### config.mk
export PLATFORM = sky130hd
export DESIGN_NAME = grf_write_arbiter
export DESIGN_NICKNAME = d
export VERILOG_FILES = /design/src/rtl/grf_write_arbiter.sv
export SDC_FILE = /design/constraint.sdc
export NUM_CORES = 1
export LEC_CHECK = 0
export BUFFER_PORTS_ARGS = -buffer_cell sky130_fd_sc_hd__buf_2
export CAP_MARGIN = 25
export CORE_ASPECT_RATIO = 0.6
export CORE_MARGIN = 2
export CORE_UTILIZATION = 40
export CTS_CLUSTER_DIAMETER = 200
export DETAILED_ROUTE_END_ITERATION = 8
export GPL_ROUTABILITY_DRIVEN = 0
export GPL_TIMING_DRIVEN = 0
export PLACE_DENSITY = 0.56
export SYNTH_ARGS = -nofsm -noshare
export SYNTH_HDL_FRONTEND = slang
export SYNTH_SLANG_ARGS = --single-unit
### constraint.sdc
create_clock -name clk -period 5.6 [get_ports clk]
set_clock_uncertainty 0.15 [all_clocks]
set_input_delay 0.84 -clock clk [delete_from_list [all_inputs] [get_ports clk]]
set_output_delay 0.84 -clock clk [all_outputs]
set_load 0.02 [all_outputs]
### src/rtl/grf_write_arbiter.sv
// ---------------------------------------------------------------------------
// GrfWriteArbiter (module grf_write_arbiter)
//
// Owns the single GRF write port and shares it between the in-order WB stage
// and a small FIFO of late results (MDU results, late loads). WB normally has
// priority; a late result that keeps losing the port is eventually forced
// through by freezing the whole pipeline for one cycle. A mask of registers
// with a write still sitting in the FIFO is exported for decode hazard checks.
//
// Parameters:
//   DEPTH     late-result FIFO entries (power of 2, >= 2)
//   MAX_WAIT  consecutive cycles a non-empty FIFO may lose the port (>= 1)
//
// Ports:
//   clk           system clock
//   reset         synchronous, active-high reset
//   wb_addr       WB destination register, 0 means no write
//   wb_data       WB write data
//   wb_pc         WB instruction PC
//   lr_valid      late result offered
//   lr_ready      FIFO can accept a late result
//   lr_addr       late result destination register (0 is accepted and dropped)
//   lr_data       late result data
//   lr_pc         PC of the instruction that produced the late result
//   grf_we        GRF write enable
//   grf_addr      GRF write address (holds last value when idle)
//   grf_data      GRF write data (holds last value when idle)
//   grf_pc        PC of the instruction being written (trace)
//   stall_pipe    freeze the pipeline this cycle (registered)
//   pending_mask  bit r set while any buffered late result targets register r
// ---------------------------------------------------------------------------
module grf_write_arbiter #(
    parameter int DEPTH    = 4,
    parameter int MAX_WAIT = 8
) (
    input  logic        clk,
    input  logic        reset,
    input  logic [4:0]  wb_addr,
    input  logic [31:0] wb_data,
    input  logic [31:0] wb_pc,
    input  logic        lr_valid,
    output logic        lr_ready,
    input  logic [4:0]  lr_addr,
    input  logic [31:0] lr_data,
    input  logic [31:0] lr_pc,
    output logic        grf_we,
    output logic [4:0]  grf_addr,
    output logic [31:0] grf_data,
    output logic [31:0] grf_pc,
    output logic        stall_pipe,
    output logic [31:0] pending_mask
);

    localparam int PW = $clog2(DEPTH);
    localparam int CW = PW + 1;
    localparam int WW = $clog2(MAX_WAIT + 1);

    typedef enum logic {
        NORMAL = 1'b0,
        FORCE  = 1'b1
    } state_t;

    state_t      state;

    logic [4:0]  fifo_addr [DEPTH];
    logic [31:0] fifo_data [DEPTH];
    logic [31:0] fifo_pc   [DEPTH];
    logic [DEPTH-1:0] fifo_valid;
    logic [PW-1:0] rd_ptr;
    logic [PW-1:0] wr_ptr;
    logic [CW-1:0] count;
    logic [WW-1:0] wait_cnt;

    logic [4:0]  last_addr;
    logic [31:0] last_data;
    logic [31:0] last_pc;
    logic [31:0] pending_q;

    logic        fifo_nonempty;
    logic        enq;
    logic        pop;
    logic        wb_wins;
    logic [4:0]  sel_addr;
    logic [31:0] sel_data;
    logic [31:0] sel_pc;
    logic [DEPTH-1:0] next_valid;
    logic [4:0]  next_entry_addr;
    logic [31:0] mask_next;

    assign fifo_nonempty = (count != '0);
    // Ready looks only at the registered count, so a pop in the same cycle
    // never lets a full FIFO accept.
    assign lr_ready      = (count < CW'(DEPTH));
    // A late result aimed at $0 is acknowledged but never stored.
    assign enq           = lr_valid && lr_ready && (lr_addr != 5'd0);

    // Port selection: WB wins in NORMAL, the FIFO head gets the port when WB
    // is idle or while the pipeline is frozen. Nothing is written while reset
    // is asserted so buffered results being discarded never reach the GRF.
    always_comb begin
        pop      = 1'b0;
        wb_wins  = 1'b0;
        sel_addr = last_addr;
        sel_data = last_data;
        sel_pc   = last_pc;
        if (!reset) begin
            if (state == FORCE) begin
                pop = fifo_nonempty;
            end else if (wb_addr != 5'd0) begin
                wb_wins = 1'b1;
            end else begin
                pop = fifo_nonempty;
            end
        end
        if (pop) begin
            sel_addr = fifo_addr[rd_ptr];
            sel_data = fifo_data[rd_ptr];
            sel_pc   = fifo_pc[rd_ptr];
        end else if (wb_wins) begin
            sel_addr = wb_addr;
            sel_data = wb_data;
            sel_pc   = wb_pc;
        end
    end

    assign grf_we       = pop || wb_wins;
    assign grf_addr     = sel_addr;
    assign grf_data     = sel_data;
    assign grf_pc       = sel_pc;
    assign stall_pipe   = (state == FORCE);
    assign pending_mask = pending_q;

    // Per-entry occupancy after this edge, and the pending mask it implies.
    // Registering this mask gives the "visible the cycle after" behaviour.
    always_comb begin
        next_valid      = fifo_valid;
        mask_next       = '0;
        next_entry_addr = '0;
        for (int i = 0; i < DEPTH; i++) begin
            next_entry_addr = fifo_addr[i];
            if (pop && (PW'(i) == rd_ptr)) begin
                next_valid[i] = 1'b0;
            end
            if (enq && (PW'(i) == wr_ptr)) begin
                next_valid[i]   = 1'b1;
                next_entry_addr = lr_addr;
            end
            if (next_valid[i]) begin
                mask_next[next_entry_addr] = 1'b1;
            end
        end
        mask_next[0] = 1'b0;
    end

    // FIFO storage, pointers and count. Payload slots are not cleared on
    // reset; occupancy lives in fifo_valid and count.
    always_ff @(posedge clk) begin
        if (reset) begin
            rd_ptr     <= '0;
            wr_ptr     <= '0;
            count      <= '0;
            fifo_valid <= '0;
            pending_q  <= '0;
        end else begin
            if (enq) begin
                fifo_addr[wr_ptr] <= lr_addr;
                fifo_data[wr_ptr] <= lr_data;
                fifo_pc[wr_ptr]   <= lr_pc;
                wr_ptr            <= wr_ptr + PW'(1);
            end
            if (pop) begin
                rd_ptr <= rd_ptr + PW'(1);
            end
            if (enq && !pop) begin
                count <= count + CW'(1);
            end else if (pop && !enq) begin
                count <= count - CW'(1);
            end
            fifo_valid <= next_valid;
            pending_q  <= mask_next;
        end
    end

    // Remember the last driven address/data/pc so the port holds them on
    // idle cycles.
    always_ff @(posedge clk) begin
        if (reset) begin
            last_addr <= '0;
            last_data <= '0;
            last_pc   <= '0;
        end else if (grf_we) begin
            last_addr <= sel_addr;
            last_data <= sel_data;
            last_pc   <= sel_pc;
        end
    end

    // Starvation guard: count consecutive cycles the FIFO loses to WB and,
    // on the MAX_WAIT-th loss, spend one frozen cycle draining the head.
    always_ff @(posedge clk) begin
        if (reset) begin
            state    <= NORMAL;
            wait_cnt <= '0;
        end else begin
            case (state)
                NORMAL: begin
                    if (wb_wins && fifo_nonempty && (wait_cnt == WW'(MAX_WAIT - 1))) begin
                        state    <= FORCE;
                        wait_cnt <= '0;
                    end else if (pop || !fifo_nonempty) begin
                        wait_cnt <= '0;
                    end else if (wb_wins && (wait_cnt != '1)) begin
                        wait_cnt <= wait_cnt + WW'(1);
                    end
                end
                FORCE: begin
                    state    <= NORMAL;
                    wait_cnt <= '0;
                end
                default: begin
                    state    <= NORMAL;
                    wait_cnt <= '0;
                end
            endcase
        end
    end

endmodule

Word-level counts from Yosys, hierarchy flattened
Memory sizes are Yosys's and may differ from the RTL's. A register that Yosys moved wholly into a read port is not among the register bits.
Cells that the tools add are included.
- muxes and demuxes: 53
- add/sub/neg operators: 5
- equality and inequality tests: 9
- reductions and logical operators: 30
- order comparisons: 9
- bitwise gates (word level): 4
- operator list (operator ; number):
    2-to-1 mux 32 bit ; 8
    bitwise OR 32 bit ; 3
    2-to-1 mux 5 bit ; 6
    less-than comparator 5 x 6 -> 1 bit, second input constant ; 4
    2-to-1 mux 1 bit ; 22
    demux 1 bit (select 5 bit) ; 4
    >= comparator 5 x 1 -> 1 bit, second input constant ; 4
    logical AND 1 bit ; 19
    2-to-1 mux 2 bit ; 6
    2-to-1 mux 4 bit ; 3
    nonzero test 5 bit ; 2
    == test 2 bit, first input constant ; 4
    inequality test 4 bit, second input constant ; 2
    case mux 4 bit (2 select lines) ; 1
    2-to-1 mux 3 bit ; 2
    adder 2 x 1 -> 2 bit, second input constant ; 2
    adder 4 x 1 -> 4 bit, second input constant ; 1
    == test 1 x 2 -> 1 bit, first input constant ; 2
    == test 4 x 3 -> 1 bit, second input constant ; 1
    logical NOT 2 bit ; 2
    adder 3 x 1 -> 3 bit, second input constant ; 1
    logical NOT 1 bit ; 3
    less-than comparator 3 bit, second input constant ; 1
    nonzero test 3 bit ; 1
    other kinds (5) ; 6
- flip-flop bits (word level): 117
- memories: 3
- memory bits (writable): 276
- memory list (memory ; depth ; width ; rd ports ; clocked after Yosys merged registers in ; wr ports ; RTL line ; RTL):
    fifo_data ; 4 ; 32 ; 1 ; 1 ; 1 ; 66 ; logic [31:0] fifo_data [DEPTH];
    fifo_pc ; 4 ; 32 ; 1 ; 1 ; 1 ; 67 ; logic [31:0] fifo_pc [DEPTH];
    fifo_addr ; 4 ; 5 ; 5 ; 1 ; 1 ; 65 ; logic [4:0] fifo_addr [DEPTH];

Depth between registers and ports, before layout
Gate-level depths: netlist of the first run.
- word-level depth: 16
- depth in mapped cells: 11
- depth with buffers taken out: 9

Least setup slack after synthesis of the first run
OpenSTA, ideal clock, no wires.
- path type: input -> register
- start point: input lr_addr[3]
- end point: memory fifo_addr[1][0], enable pin
- setup time: 0.497 ns
- arrival: 4.469 ns
- setup slack: 0.484 ns
- stages: 5
- data required time: 4.953 ns
- path through: clkbuf_1 -> or4_4 -> buf_6 -> o21ai_2 -> nor2_1
- word-level cells in the longest chain between the ends: 5
- RTL lines (what ; RTL line ; RTL):
    start: declaration ; 43 ; input logic [4:0] lr_addr,
    nonzero test 5 bit ; 95 ; assign enq = lr_valid && lr_ready && (lr_addr != 5'd0);
    logical AND 1 bit ; 95 ;
    2-to-1 mux 1 bit ; 165 ; if (enq) begin
    2-to-1 mux 1 bit ; 158 ; if (reset) begin
    2-to-1 mux 1 bit (implied by the code) ; 166 ; fifo_addr[wr_ptr] <= lr_addr;
    end: declaration ; 65 ;
No other way between the ends.

Final worst setup path of the first run
- start point: input wb_addr[2]
- end point: output grf_data[31]
- word-level cells in the longest chain between the ends: 6
- elaborated cells on any way between the ends: 9
- classes of those cells: mux (8); reduce/logical (1)
- RTL lines (what ; RTL line ; RTL):
    start: declaration ; 38 ; input logic [4:0] wb_addr,
    nonzero test 5 bit (*) ; 109 ; end else if (wb_addr != 5'd0) begin
    2-to-1 mux 1 bit ; 109 ;
    2-to-1 mux 1 bit ; 107 ; if (state == FORCE) begin
    2-to-1 mux 1 bit ; 106 ; if (!reset) begin
    2-to-1 mux 32 bit ; 119 ; end else if (wb_wins) begin
    2-to-1 mux 32 bit (*) ; 115 ; if (pop) begin
    end: declaration ; 48 ; output logic [31:0] grf_data,
Mark *: on every way between the ends. The rest lies on a longest branch, timed or not.

==> results.md, run 1 <==
- Core box area: roughly 0.043 sq mm
- R2R setup slack: 2.29 ns
- CTS max path bufs: 3
- Static leakage: 7.223 nW
- Layout cells sized above 1: 0.2960
- Netlist cell types: 50
- Async SR Flop Fraction: 0
- Post-synth EDFFs: 276
- Vias in the first global route: approximately 12000
- Setup TNS: 0 ns
- DRT Wirelength: between 50000 and 60000 um
- Root buf cell: clkbuf_16
- Num CTS Buffers: 40
- Hold EP: last_data[8]
- Crit end category: primary output
- Io pins: between 200 and 250
- Fmax: approximately 0.19 GHz
- Main flop type after synthesis: edfxtp_1
- Placed Cells incl. Taps: between 2000 and 2500
- Gr usage total: 0.2179
- Min-delay src: last_data[8]
- Register area share after synthesis: 0.6142
- Worst path bufs/invs: 5
- Worst hold path type: flop to flop
- Hold_buf cts: 0
- Critical path arrival: approximately 4.2 ns
- P&R area growth vs syn: 20.19%
- Worst-Skew Late Latency: approximately 0.55 ns
- Vias per inst: about 5.7
- Top cells by area, synth: edfxtp_1, dfxtp_1, mux4_2, nand3_1, a41oi_2
- CP required: roughly 4.6 ns
- Dpl cell area: 0.01952 sq mm
- Worst-path fanout max: 10
- FP Rows: between 50 and 60
- Setup Buffers After CTS: 0
- Yosys reg bits: 394
- First DRT Iteration DRCs: 1393
- Final period util: 0.9346
- Delay-heaviest family, CP: buffers and inverters
- HPWL after DPL: ~36000 um
- Clock transition at the registers of the reported paths: approximately 0.060 ns
- Slew Viols, Final: 0
- Pin count of the biggest net entering global routing: 28
- CTS tree: built
- Remaining Overflow, GRT: 0
- Mapped Area: roughly 0.017 sq mm
- Post-synth top area share: 0.4780
- Initial Util: 0.4029
- Post-Layout Cell Count: 2169
- CP dominant cell by count: buf_2
- PwrDens: roughly 330 mW/mm^2
- Pwr Total: between 0.006 and 0.007 W
- Storage element area: around 0.011 sq mm
- CP max stage cell: buf_1
- Status: complete, no violations
- Min Tclk post-route: 5.234 ns
- First-pass GRT wire length: ~73000 um
- Slew @ Worst Pin: roughly 1.2 ns
- TritonCTS Sinks: ~390
- Final setup viols: 0
- RSZ-0062 raised after global routing: false
- Synth Net Count: approximately 1400
- Die area: between 0.04 and 0.05 sq mm
- Syn Area/Cell: roughly 14 sq um
- Crit-path cells: buf_2 -> nor3_1 -> clkbuf_1 -> o211a_1 -> buf_2 -> buf_1 -> a22oi_1 -> o21ai_0 -> buf_2
- Most frequent cells in the layout: edfxtp_1, buf_2, nand3_1
- Maximum VDD drop: roughly 290 uV
- # DRC: 0
- Die H: between 150 and 200 um
- Vias: roughly 12000
- Slew HR: 0.2238
- Drt first pass iters: 6
- I/O Buffers: 243
- Multi-input logic area: 0.006309 sq mm
- Commonest non-fill, non-tap cell in the layout: edfxtp_1
- Max Cap Violations: 0
- Final nets: 1702
- R2r endpoint: count[1]
- Final Cell Area: between 0.02 and 0.025 sq mm
- Hold Path Stages: 2
- Initial antenna violation count: 10
- Worst flop-to-flop path startpoint: count[2]
- Yosys warns: 0
- Cell count after synthesis: 1253
- Die width: between 200 and 300 um
- Crit Path Category: primary input to primary output
- DR WL/cell: about 23 um
- Fillers: around 3800
- H-tree levels: 2
- Post-CTS Resized: 0
- CP Launch Type: primary input
- Fin. Hold Viols: 0
- Post-route ant nets: 0
- R2R depth: 10
- Post-synth top area cell: edfxtp_1
- CP max stage delay: about 0.66 ns
[through the flow]
step,setup WS (ns),hold slack (ns),utilization
after floorplan,0.4844,0.3032,-
after global placement,-2.979,0.3113,0.4480
after detailed placement,0.4496,0.3186,0.4536
after CTS,0.4171,0.3274,0.4832
after global routing,0.1406,0.3464,0.4841
final,0.3662,0.3271,0.4842
[kinds of logic (layout without fill, tap and decap cells)]
kind of cell,count (synthesis),count (layout),synth area share
xor gates and xnor gates,6,6,0.003031
other,1,10,0.0002163
adders and majority gates,11,11,0.008371
buffers and inverters,102,430,0.02388
DFF,394,394,0.6142
and+or+nand+nor,358,358,0.09698
muxes,96,96,0.1061
AOI/OAI and AO/OA,285,285,0.1471
[Yosys cell counts, drive strengths merged, types with 7 or more instances]
master / number
a211oi: 64
a21oi: 18
a22oi: 64
a41oi: 31
buf: 14
clkbuf: 71
dfxtp: 118
edfxtp: 276
ha: 10
inv: 17
mux2: 10
mux2i: 17
mux4: 69
nand2: 73
nand2b: 24
nand3: 134
nand3b: 9
nor2: 93
nor3: 7
o21ai: 73
o41ai: 16
[metal layers]
| metal | wire [um] | GRT usage |
|---|---|---|
| met5 | 7 | 0 |
| met4 | 1446 | 0.06993 |
| met3 | 4684 | 0.05856 |
| met2 | 20960 | 0.3011 |
| met1 | 23560 | 0.3291 |
[worst max-delay path by stage]
stage	from	endpoint	slack, ns	cells past startpoint
5_1_grt	wb_addr[2]	grf_data[31]	0.14	9
3_3_place_gp	reset	fifo_data[3][0]	-2.98	5
6_report	wb_addr[2]	grf_data[31]	0.37	9
3_5_place_dp	wb_addr[2]	grf_data[31]	0.45	9
2_1_floorplan	lr_addr[3]	fifo_addr[1][0]	0.48	5
4_1_cts	wb_addr[2]	grf_data[31]	0.42	9
[area by class of cell]
cell class,count,share of cell area
Antenna cell,9,0.001081
Inverter,17,0.003062
Timing Repair Buffer,255,0.06928
Clock inverter,18,0.006664
Multi-Input combinational cell,757,0.3027
Tap cell,579,0.03476
Sequential cell,394,0.5110
Clock buffer,55,0.05457
Buffer,85,0.01681
[state kept, by name, summed over array words and instances, names as in the netlist, 4 cells and up, named ones only]
register,count
wait_cnt,4
last_addr,5
fifo_data,128
last_data,32
fifo_addr,20
pending_mask,31
last_pc,32
fifo_pc,128
fifo_valid,4
[power breakdown]
part	leakage, nW	switching (W)	internal [W]
logic	3.12	0.000559	0.000287
clock network	0.631	0.00114	0.00148
registers	3.47	0.0000564	0.00327
total	7.22	0.00176	0.00503
[worst min-delay path, cell delays in order, from the launching register on]
cell and delay [ns]:
dfxtp_1 0.31, nand2_1 0.06, a211oi_1 0.06
(Power assumes the default switching activity.)
==> run 2: changes to the inputs <==
ABC_AREA = 1   (was unset)
clock period = 6.7 ns   (was 5.6 ns; I/O delays follow)
==> run 2 against run 1 <==
  * Synthesized area is 1.0% lower
  * Sequential share of layout area is 0.36 points higher
  * Critical endpoint is now grf_pc[1]
  * Core utilization is 0.74 points higher
  * Register-to-register slack better by 1.2 ns
  * Flip-flop and latch count stayed put
  * Clock power is 11% lower
  * Critical path type unchanged
==> results.md, run 2 <==
- Vias: 14300 (was 12420)
- R2R depth: 12 (was 10)
- H-tree levels: 2 (unchanged)
- Die width: 271.4 um (was 272.8 um)
- P&R area growth vs syn: 20.61% (was 20.19%)
- Post-synth EDFFs: 276 (unchanged)
- Post-CTS Resized: 0 (unchanged)
- Fmax: 0.2107 GHz
- RSZ-0062 raised after global routing: false (unchanged)
- DRT Wirelength: 53420 um (was 50660 um)
- Maximum VDD drop: 166.0 uV (was 287.2 uV)
- Met2 WL post-DR: 22910 um (was 20960 um)
- Async SR Flop Fraction: 0 (unchanged)
- Placed Cells incl. Taps: 2697 (was 2085)
- Final hold slack: 0.3513 ns (was 0.3271 ns)
- Mapped Area: 0.01716 sq mm (was 0.01734 sq mm)
- Yosys reg bits: 394 (unchanged)
- Met3 wire length: 4982 um (was 4684 um)
- Remaining Overflow, GRT: 0 (unchanged)
- CP max stage cell: inv_2 (was buf_1)
- Crit. Startpoint: wb_addr[0] (was wb_addr[2])
- Register area share after synthesis: 0.6207 (was 0.6142)
- First DRT Iteration DRCs: 1321 (was 1393)
- R2R setup slack: 3.44 ns (was 2.29 ns)
- Slew @ Worst Pin: 0.9994 ns (was 1.152 ns)
- Slew Viols, Final: 0 (unchanged)
- Crit Path Category: primary input to primary output (unchanged)
- Vias per inst: 5.158 (was 5.725)
- Worst hold path type: flop to flop (unchanged)
- Pin count of the biggest net entering global routing: 29 (was 28)
- Post-synth top area cell: edfxtp_1 (unchanged)
- FP Rows: 58 (was 59)
- Count leader, synth: nand2_1 (was edfxtp_1)
- Die H: 164.4 um (was 165.3 um)
- Clock transition at the registers of the reported paths: 0.06 ns (about the same)
- Vias in the first global route: 13280 (was 11730)
- Root buf cell: clkbuf_16 (unchanged)
- Initial antenna violation count: 7 (was 10)
- Io pins: 245 (unchanged)
- Gr usage total: 0.2365 (was 0.2179)
- Synth Net Count: 2028 (was 1405)
- Switching power: 0.001372 W (was 0.001755 W)
- Final design utilization: 0.4916 (was 0.4842)
- Final period util: 0.7083
- Status: complete, no violations (unchanged)
- I/O Buffers: 242 (was 243)
- Critical path arrival: 3.59 ns (was 4.24 ns)
- Top routing layer in use: met5 (unchanged)
- Setup Buffers After CTS: 0 (unchanged)
- Syn Area/Cell: 9.146 sq um (was 13.84 sq um)
- Initial Util: 0.4076 (was 0.4029)
- Post-route ant nets: 0 (unchanged)
- Hold EP: wait_cnt[1] (was last_data[8])
- Worst-path fanout max: 10 (unchanged)
- Post-Layout Cell Count: 2773 (was 2169)
- Final worst setup slack: 1.954 ns (was 0.3662 ns)
- HPWL after DPL: 38120 um (was 36300 um)
- Place WS: 1.982 ns (was 0.4496 ns)
- Hold_buf cts: 0 (unchanged)
- Drt first pass iters: 6 (unchanged)
- Num CTS Buffers: 39 (was 40)
- CTS tree: built (unchanged)
- Slew HR: 0.3337 (was 0.2238)
- Yosys warns: 0 (unchanged)
- Comb pwr share: 0.099 (was 0.125)
- Crit-path cells: buf_2 -> inv_1 -> nand3_1 -> nand2_1 -> inv_1 -> nand2_1 -> inv_2 -> buf_2 -> buf_2 -> nand2_1 -> nand3_1 -> buf_2 (was buf_2 -> nor3_1 -> clkbuf_1 -> o211a_1 -> buf_2 -> buf_1 -> a22oi_1 -> o21ai_0 -> buf_2)
- Layout cells sized above 1: 0.1728 (was 0.2960)
- Metal1 wirelength: 24440 um (was 23560 um)
- Switching portion of total power: 0.2438 (was 0.2586)
- Reg power frac: 0.485 (was 0.490)
- DR WL/cell: 19.27 um (was 23.36 um)
- # DRC: 0 (unchanged)
- Main flop type after synthesis: edfxtp_1 (unchanged)
- Largest registers: fifo_data: 128 flops, fifo_pc: 128 flops (unchanged)
- Die area: 0.04462 sq mm (was 0.04508 sq mm)
- Core box area: 0.04209 sq mm (was 0.04304 sq mm)
- Min-delay src: wait_cnt[1] (was last_data[8])
- Cell count after synthesis: 1876 (was 1253)
- Cell Int Power: 0.004255 W (was 0.005032 W)
- Pwr Total: 0.005628 W (was 0.006788 W)
- Post-synth top area share: 0.4830 (was 0.4780)
- CTS max path bufs: 3 (unchanged)
- Most frequent cells in the layout: nand2_1, nand3_1, edfxtp_1 (was edfxtp_1, buf_2, nand3_1)
- CP dominant cell by count: buf_2 (unchanged)
- PwrDens: 271.9 mW/mm^2 (was 325.7 mW/mm^2)
- Static leakage: 9.295 nW (was 7.223 nW)
- Netlist cell types: 30 (was 50)
- Synth top cells by count: nand2_1, edfxtp_1, nand3_1, inv_1, dfxtp_1 (was edfxtp_1, nand3_1, dfxtp_1, nor2_1, nand2_1)
- Commonest non-fill, non-tap cell in the layout: nand2_1 (was edfxtp_1)
- Clock share of power: 0.416 (was 0.386)
- Final nets: 2320 (was 1702)
- Worst path bufs/invs: 7 (was 5)
- CP required: 5.54 ns (was 4.61 ns)
- Crit end category: primary output (unchanged)
- CP max stage delay: 0.45 ns (was 0.66 ns)
- Delay-heaviest family, CP: buffers and inverters (unchanged)
- Fin. Hold Viols: 0 (unchanged)
- TritonCTS Sinks: 394 (unchanged)
- First-pass GRT wire length: 79320 um (was 73310 um)
- Worst flop-to-flop path startpoint: count[0] (was count[2])
- Top cells by area, synth: edfxtp_1, dfxtp_1, nand2_1, nand3_1, inv_1 (was edfxtp_1, dfxtp_1, mux4_2, nand3_1, a41oi_2)
- CP Launch Type: primary input (unchanged)
- R2r endpoint: count[2] (was count[1])
- Min Tclk post-route: around 4.7 ns
- Max Cap Violations: 0 (unchanged)
- Hold Path Stages: 2 (unchanged)
- Worst-Skew Late Latency: 0.55 ns (about the same)
- Final setup viols: 0 (unchanged)
-- run 2: worst reg2reg max path: cells and delay by family, from the launching register on --
kind | cells | cell delay, ns
adders and majority gates | 2 | 0.65
DFF | 1 | 0.35
buffers and inverters | 3 | 1.07
AOI/OAI and AO/OA | 5 | 0.60
and+or+nand+nor | 2 | 0.34
-- run 2: layout make-up --
cell class / instances / area, sq um
Sequential cell: 394 / 10650
Inverter: 182 / 683.2
Multi-Input combinational cell: 1200 / 5425
Clock buffer: 53 / 1134
Tap cell: 570 / 713.2
Fill cell: 4001 / 21400
Antenna cell: 4 / 10.01
Clock inverter: 19 / 242.7
Timing Repair Buffer: 251 / 1406
Buffer: 100 / 429.2
-- run 2: power groups by stage --
| stage | Clock (W) | Sequential [W] | Combinational, W |
|---|---|---|---|
| 2_1_floorplan | 0 | 0.00279 | 0.000316 |
| 3_3_place_gp | 0 | 0.00279 | 0.000521 |
| 3_5_place_dp | 0 | 0.00278 | 0.000547 |
| 4_1_cts | 0.00238 | 0.00273 | 0.000549 |
| 5_1_grt | 0.00248 | 0.00274 | 0.000608 |
| 6_report | 0.00234 | 0.00273 | 0.000557 |
-- run 2: kinds of logic (layout without fill, tap and decap cells) --
family                     after synthesis  after routing  synth area share
adders and majority gates               11             11          0.008459
AOI/OAI and AO/OA                      184            184           0.05593
DFF                                    394            394            0.6207
other                                    1              5         0.0002186
and+or+nand+nor                       1002           1002            0.2488
xor gates and xnor gates                 2              2          0.001021
buffers and inverters                  282            605           0.06483
-- run 2: how the worst max path moves through the flow --
stage                       to  depth (start not counted)  slack (ns)
4_1_cts              grf_pc[1]                         12        1.98
2_1_floorplan  fifo_addr[2][0]                          5        1.63
3_5_place_dp         grf_pc[1]                         12        1.98
3_3_place_gp   fifo_data[2][5]                          6       -1.28
5_1_grt            grf_addr[4]                         12        1.89
6_report             grf_pc[1]                         12        1.95
-- run 2: metal layers --
metal,GRT usage,up-vias
li1,-,6826
met4,0.06119,6
met5,0,-
met1,0.3462,6790
met3,0.05510,76
met2,0.3530,606
-- run 2: per-stage QoR --
stage | TNS [ns] | instance area, sq um
2_1_floorplan | 0 | 17160
3_3_place_gp | -313.14 | 19080
3_5_place_dp | 0 | 19310
4_1_cts | 0 | 20680
5_1_grt | 0 | 20690
6_report | 0 | 20690
